### config.mk
export PLATFORM = sky130hd
export DESIGN_NAME = esm_core
export DESIGN_NICKNAME = d
export VERILOG_FILES = /design/src/rtl/esm_core.sv
export SDC_FILE = /design/constraint.sdc
export NUM_CORES = 1
export LEC_CHECK = 0
export ABC_AREA = 0
export BUFFER_PORTS_ARGS = -buffer_cell sky130_fd_sc_hd__clkbuf_2
export CORE_ASPECT_RATIO = 0.7
export CORE_MARGIN = 8
export CORE_UTILIZATION = 40
export DETAILED_ROUTE_END_ITERATION = 10
export SLEW_MARGIN = 20
export SYNTH_ARGS = -nofsm -noshare
export SYNTH_HDL_FRONTEND = slang
export SYNTH_SLANG_ARGS = --single-unit
### constraint.sdc
create_clock -name clk -period 6.4 [get_ports clk]
set_input_delay 0.32 -clock clk [delete_from_list [all_inputs] [get_ports clk]]
set_output_delay 0.32 -clock clk [all_outputs]
set_load 0.01 [all_outputs]
### src/rtl/esm_core.sv
// Sequencing controller for the ESM instruction buffer: circular-queue pointers,
// occupancy tracking and a FILL/RUN/FLUSH issue gate with a prefill timeout.
module esm_core #(
  parameter int unsigned Instruction_word_size = 16,
  parameter int unsigned bs                    = 16,
  parameter int unsigned PREFILL               = 4,
  parameter int unsigned FILL_TIMEOUT          = 8
) (
  input  logic                     clk,
  input  logic                     rst,
  input  logic                     in_valid,
  output logic                     in_ready,
  input  logic                     out_ready,
  output logic                     out_valid,
  input  logic                     flush,
  output logic                     wr_en,
  output logic [$clog2(bs)-1:0]    wr_index,
  output logic [$clog2(bs)-1:0]    rd_index,
  output logic [$clog2(bs):0]      count,
  output logic [1:0]               state_o
);

  localparam int unsigned AW   = $clog2(bs);
  localparam int unsigned CW   = AW + 1;
  localparam int unsigned TW   = (FILL_TIMEOUT > 1) ? $clog2(FILL_TIMEOUT) : 1;
  localparam int unsigned TMAX = (FILL_TIMEOUT > 0) ? FILL_TIMEOUT - 1 : 0;

  if (bs < 2 || (bs & (bs - 1)) != 0 || PREFILL < 1 || PREFILL > bs ||
      Instruction_word_size < 1) begin : g_param_err
    $error("esm_core: illegal parameter combination");
  end

  typedef enum logic [1:0] {
    S_FILL  = 2'd0,
    S_RUN   = 2'd1,
    S_FLUSH = 2'd2
  } state_t;

  state_t          state;
  state_t          state_nxt;
  logic [TW-1:0]   fill_timer;
  logic [TW-1:0]   fill_timer_nxt;
  logic [CW-1:0]   count_nxt;
  logic            push;
  logic            pop;
  logic            timeout_hit;

  assign state_o = state;

  // Handshakes, occupancy update and next-state selection.
  always_comb begin
    in_ready       = 1'b0;
    out_valid      = 1'b0;
    push           = 1'b0;
    pop            = 1'b0;
    wr_en          = 1'b0;
    count_nxt      = count;
    timeout_hit    = 1'b0;
    state_nxt      = state;
    fill_timer_nxt = '0;

    in_ready  = (count < CW'(bs)) && !flush && (state != S_FLUSH);
    out_valid = (state == S_RUN) && (count != '0) && !flush;
    push      = in_valid && in_ready;
    pop       = out_valid && out_ready;
    wr_en     = push;

    case ({push, pop})
      2'b10:   count_nxt = count + CW'(1);
      2'b01:   count_nxt = count - CW'(1);
      default: count_nxt = count;
    endcase

    timeout_hit = (FILL_TIMEOUT != 0) && (fill_timer == TW'(TMAX)) &&
                  (count != '0) && !push;

    case (state)
      S_FILL: begin
        if ((count_nxt >= CW'(PREFILL)) || timeout_hit) state_nxt = S_RUN;
      end
      S_RUN: begin
        if (count_nxt == '0) state_nxt = S_FILL;
      end
      S_FLUSH: state_nxt = S_FILL;
      default: state_nxt = S_FILL;
    endcase

    if (flush) state_nxt = S_FLUSH;

    // Timer only runs while parked in FILL holding entries with no new arrivals.
    if ((state == S_FILL) && (state_nxt == S_FILL) && !push && (count != '0)) begin
      fill_timer_nxt = (fill_timer == TW'(TMAX)) ? fill_timer : fill_timer + TW'(1);
    end
  end

  always_ff @(posedge clk) begin
    if (rst) state <= S_FILL;
    else     state <= state_nxt;
  end

  // Pointers, occupancy and timer; flush discards everything at the same edge.
  always_ff @(posedge clk) begin
    if (rst || flush) begin
      wr_index   <= '0;
      rd_index   <= '0;
      count      <= '0;
      fill_timer <= '0;
    end else begin
      if (push) wr_index <= wr_index + AW'(1);
      if (pop)  rd_index <= rd_index + AW'(1);
      count      <= count_nxt;
      fill_timer <= fill_timer_nxt;
    end
  end

endmodule
# After elaboration in Yosys (flattened, before gate mapping)

Cells that the tools add are included.

Input port bits: 5
Logic and storage cells: 43
Register bits after elaboration: 18

Add/subtract/negate cells: 5
Reduce and logical (&&, ||, !) cells: 20
Multiplexer cells: 5
Eq/ne operators: 5
Bitwise gates (word level): 1
Order comparisons: 2

Operator list:

| operator                                                              | count |
|---|---|
| 1-bit logical AND                                                     | 11 |
| 5-bit one-hot mux with 2 select lines                                 | 1 |
| 4-bit by 1-bit adder with 4-bit output, second input constant         | 2 |
| 2-bit two-way mux                                                     | 3 |
| 5-bit by 1-bit adder with 5-bit output, second input constant         | 1 |
| 5-bit by 3-bit >= comparator with 1-bit output, second input constant | 1 |
| 5-bit zero test                                                       | 1 |
| 5-bit less-than comparator, second input constant                     | 1 |
| 5-bit nonzero test                                                    | 1 |
| 5-bit by 1-bit subtractor with 5-bit output, second input constant    | 1 |
| 2-bit by 1-bit == test with 1-bit output, second input constant       | 2 |
| 2-bit zero test                                                       | 2 |
| 2-bit one-hot mux with 2 select lines                                 | 1 |
| 3-bit by 1-bit adder with 3-bit output, second input constant         | 1 |
| 3-bit == test, second input constant                                  | 1 |
| 2-bit == test, second input constant                                  | 1 |
| 1-bit zero test                                                       | 2 |
| 1-bit logical OR                                                      | 2 |
| 2-bit inequality test, second input constant                          | 1 |
| 2-bit OR reduction                                                    | 1 |
| 1-bit NOT                                                             | 1 |

# Depth between registers and ports, before layout

Depth after elaboration: 17
Gate-level depth with buffers: 11
Gate-level depth less buffers: 11

# Worst setup path after synthesis

No wires, ideal clock.

Path type: reg2reg
Start: register state[1], in the netlist state_o[1]
End: register fill_timer[0]
Slack: 3.453 ns
Arrival: 2.861 ns
Stages on the path, launching flop included: 11
Path through: dfxtp_1 or2_4 a2111oi_4 ha_1 inv_1 fa_1 nand2b_1 o2bb2ai_1 xnor2_1 or3_1 a211oi_1

Cells in the longest elaborated chain, start to end: 17
Elaborated cells on any way between the ends: 26
Classes of those cells: 1 x order compare; 4 x eq/ne; 5 x mux; 1 x bitwise; 15 x reduce/logical

Ends and longest elaborated chain:

| element                                                                          | line | source |
|---|---|---|
| start: declaration                                                               | 39   | `state_t state;` |
| start signal: assignment                                                         | 98   | `else state <= state_nxt;` |
| 2-bit by 1-bit == test with 1-bit output (*)                                     | 63   | `out_valid = (state == S_RUN) && (count != '0) && !flush;` |
| 1-bit logical AND (*) (2 in a row)                                               | 63   |  |
| 1-bit logical AND (*)                                                            | 65   | `pop = out_valid && out_ready;` |
| net pop                                                                          | 45   | `logic pop;` |
| 2-bit by 1-bit == test with 1-bit output / 2-bit == test (equally long branches) | 68   | `case ({push, pop})` |
| 5-bit one-hot mux with 2 select lines (*)                                        | 68   |  |
| 5-bit by 3-bit >= comparator with 1-bit output                                   | 79   | `if ((count_nxt >= CW'(PREFILL)) \|\| timeout_hit) state_nxt = S_RUN;` |
| 1-bit logical OR                                                                 | 79   |  |
| 2-bit two-way mux                                                                | 79   |  |
| 2-bit one-hot mux with 2 select lines (*)                                        | 77   | `case (state)` |
| 2-bit two-way mux (*)                                                            | 88   | `if (flush) state_nxt = S_FLUSH;` |
| 2-bit zero test (*)                                                              | 91   | `if ((state == S_FILL) && (state_nxt == S_FILL) && !push && (count != '0)) begin` |
| 1-bit logical AND (*) (3 in a row)                                               | 91   |  |
| 1-bit NOT (no line) (*)                                                          | --   |  |
| 2-bit OR reduction (no line) (*)                                                 | --   |  |
| end signal: assignment                                                           | 112  | `fill_timer <= fill_timer_nxt;` |
| end: declaration                                                                 | 41   | `logic [TW-1:0] fill_timer;` |

Mark *: on every way through the listed nets, which the timed path passes. The rest lies on a longest branch.
A chain may end at the register's enable or synchronous reset.

# Final worst setup path

Start: register state[1], in the netlist state_o[1]
End: register fill_timer[1]

Same word-level chain as after synthesis.

==> results.json <==
{
  "ctsResizeCount": 0,
  "ant_nets": 0,
  "die_h_um": 58.6,
  "drcViolationCount": 0,
  "worstSkewPairLatency_ps": 250,
  "viasPerCell": 4.99,
  "grt_pass1_wl_um": 3740,
  "start_util_pct": 42.2,
  "clk_pin_slew_ps": 70,
  "cp-start-kind": "flip-flop",
  "maxClockFrequency_ghz": 0.314,
  "hpwlAfterDp_um": 1820,
  "drt-pass1-iter-count": 4,
  "crit_required_ps": 6570,
  "cts_setup_buffers": 0,
  "crit_family": "simple AND/OR/NAND/NOR gates",
  "p_leak_nw": 0.495,
  "syn-cell-area_um2": 1040,
  "period_share_pct": 49.8,
  "ys_warn_count": 0,
  "synth_edf_count": 0,
  "grt_max_degree": 15,
  "final.setup_skew_ps": 0.898,
  "async_flop_share_pct": 0,
  "wl_um": 2220,
  "overflow": 0,
  "num_rows": 15,
  "drt_iter0_drc": 54,
  "critical_path.max_stage_delay_ps": 470,
  "cts.sinks": 18,
  "rsz0062_at_grt": "no",
  "postSynthAreaPerCell_um2": 8.94,
  "crit_type": "reg2reg",
  "worst_pin_slew_ps": 511,
  "maxCapViolCount": 0,
  "antenna_found_initial": 0,
  "worst_path_max_delay_cell": "a2111oi_4",
  "vias": 859,
  "crit_arrival_ps": 3360,
  "netlist.area_leader.share_pct": 34.7,
  "power_density_nw_per_um2": 180,
  "ys_top_cells_by_area": "dfxtp_1 (35%), ha_1 (9.7%), nor2_1 (5.1%)",
  "synth-seq-area-share_pct": 34.7,
  "finalCriticalPeriod_ps": 3190,
  "syn_inst": 116,
  "fin_setup_tns_ps": 0,
  "coreArea_um2": 2460,
  "synth_cell_types": 37,
  "ir_drop_uv": 122,
  "ys_ff_latch": 18,
  "holdWs_ps": 249,
  "dieArea_um2": 4500,
  "grtUsageTotal_pct": 10.1,
  "finalNetCount": 153,
  "setup_violations": 0,
  "hold_viol": 0,
  "cts_tree": "built",
  "grt_pass1_vias": 873,
  "cts_made_buffers": 3,
  "die_x_um": 76.9,
  "root_buffer": "clkbuf_8",
  "worstPathCellList": "or2_4 > a2111oi_4 > ha_1 > inv_1 > fa_1 > nand2b_1 > o2bb2ai_1 > xnor2_1 > or3_1 > a211oi_1",
  "hold_buffers": 0,
  "io_pins": 23,
  "place.gp.congestion": 0.754,
  "worstPathMaxFanout": 5,
  "syn_nets": 130,
  "synth.largest_area_cell": "dfxtp_1",
  "min-delay-path-class": "in2reg",
  "area_growth_pct": 18.6,
  "outcome": "completed",
  "wl_per_cell_um": 12.9,
  "drive_gt1_share_pct": 22.5,
  "htreeDepth": 1,
  "end_kind": "flip-flop",
  "port_buffers": 22,
  "cts_buffer_depth": 2,
  "slew_viol_final": 0,
  "synth_flop_cell": "dfxtp_1",
  "n_antenna_cell": 0,
  "worstPathBufferInverterCount": 1,
  "maxSlewHeadroom_pct": 66.0
}
## cells in the final DEF (no fill, tap or decap), types with 3 or more instances in the layout
cell type / synthesis / routed
nor2_1: 14 / 14
dfxtp_1: 18 / 18
ha_1: 8 / 8
a211oi_1: 5 / 5
clkbuf_2: 0 / 22
nand2_1: 6 / 6
nand4_1: 3 / 3
a21oi_1: 4 / 4
nor4_1: 3 / 3
mux2i_1: 4 / 4
clkbuf_8: 0 / 4
xor2_1: 6 / 6
inv_1: 7 / 7
xnor2_1: 5 / 5
## where the power goes
group	internal, mW	total [mW]	switching [mW]
registers	0.113	0.114	0.00141
clock network	0.0546	0.0920	0.0374
logic	0.00580	0.0151	0.00930
## registers in the layout, summed over array words and instances (netlist names)
name / count
count: 5
fill_timer: 3
rd_index: 4
state_o: 2
wr_index: 4
## layer usage
metal / part of all wire, % / global-route usage (%) / vias up
li1: - / - / 457
met1: 50 / 11.5 / 390
met2: 46 / 18.0 / 12
met3: 3.5 / 3.65 / 0
met4: 0 / 1.63 / 0
met5: 0 / 0 / -
## metrics by stage
step | std cells | worst slack, ps | cell area, µm² | util, % | power (mW)
final | 172 | 3210 | 1230 | 50.0 | 0.222
after global routing | 172 | 2970 | 1230 | 50.0 | 0.231
after CTS | 172 | 3220 | 1230 | 50.0 | 0.226
after detailed placement | 168 | 3140 | 1170 | 47.8 | 0.132
after global placement | 168 | 3160 | 1170 | 47.8 | 0.132
after floorplan | 116 | 3450 | 1040 | - | 0.127
## final cells by class
type	instances	area (µm²)
Fill cell	224	1230
Multi-Input combinational cell	85	628
Sequential cell	18	360
Timing Repair Buffer	22	110
Clock buffer	4	55.1
Tap cell	34	42.5
Inverter	9	33.8
## logic make-up after synthesis
kind of cell	count (synthesis)	share of synthesized area, %
buffers and inverters	13	4.70
AND/OR/NAND/NOR	42	21.0
flip-flops	18	34.7
AO/OA/AOI/OAI	19	14.8
multiplexers	4	3.86
adder cells (fa/ha/maj)	9	11.6
XOR/XNOR	11	9.29
## path summary, 6_finish.rpt
check               from             to  slack [ps]  cells past startpoint
max           state_o[1]  fill_timer[1]        3210                     10
min                  rst     state_o[1]         250                      2
max reg2reg   state_o[1]  fill_timer[1]        3210                     10
min reg2reg  wr_index[1]    wr_index[1]         510                      2
## synthesized netlist by cell type, types with 2 or more instances
cell,instances
clkbuf_1,3
nand2_1,6
a211oi_1,5
nor3_1,2
and2_1,2
ha_1,8
xnor2_1,5
o21ai_0,2
nor2b_1,2
nand3_1,2
inv_1,7
nor4_1,3
mux2i_1,4
inv_2,2
a21oi_1,4
xor2_1,6
nor2_1,14
dfxtp_1,18
nand4_1,3
(Power assumes the default switching activity.)
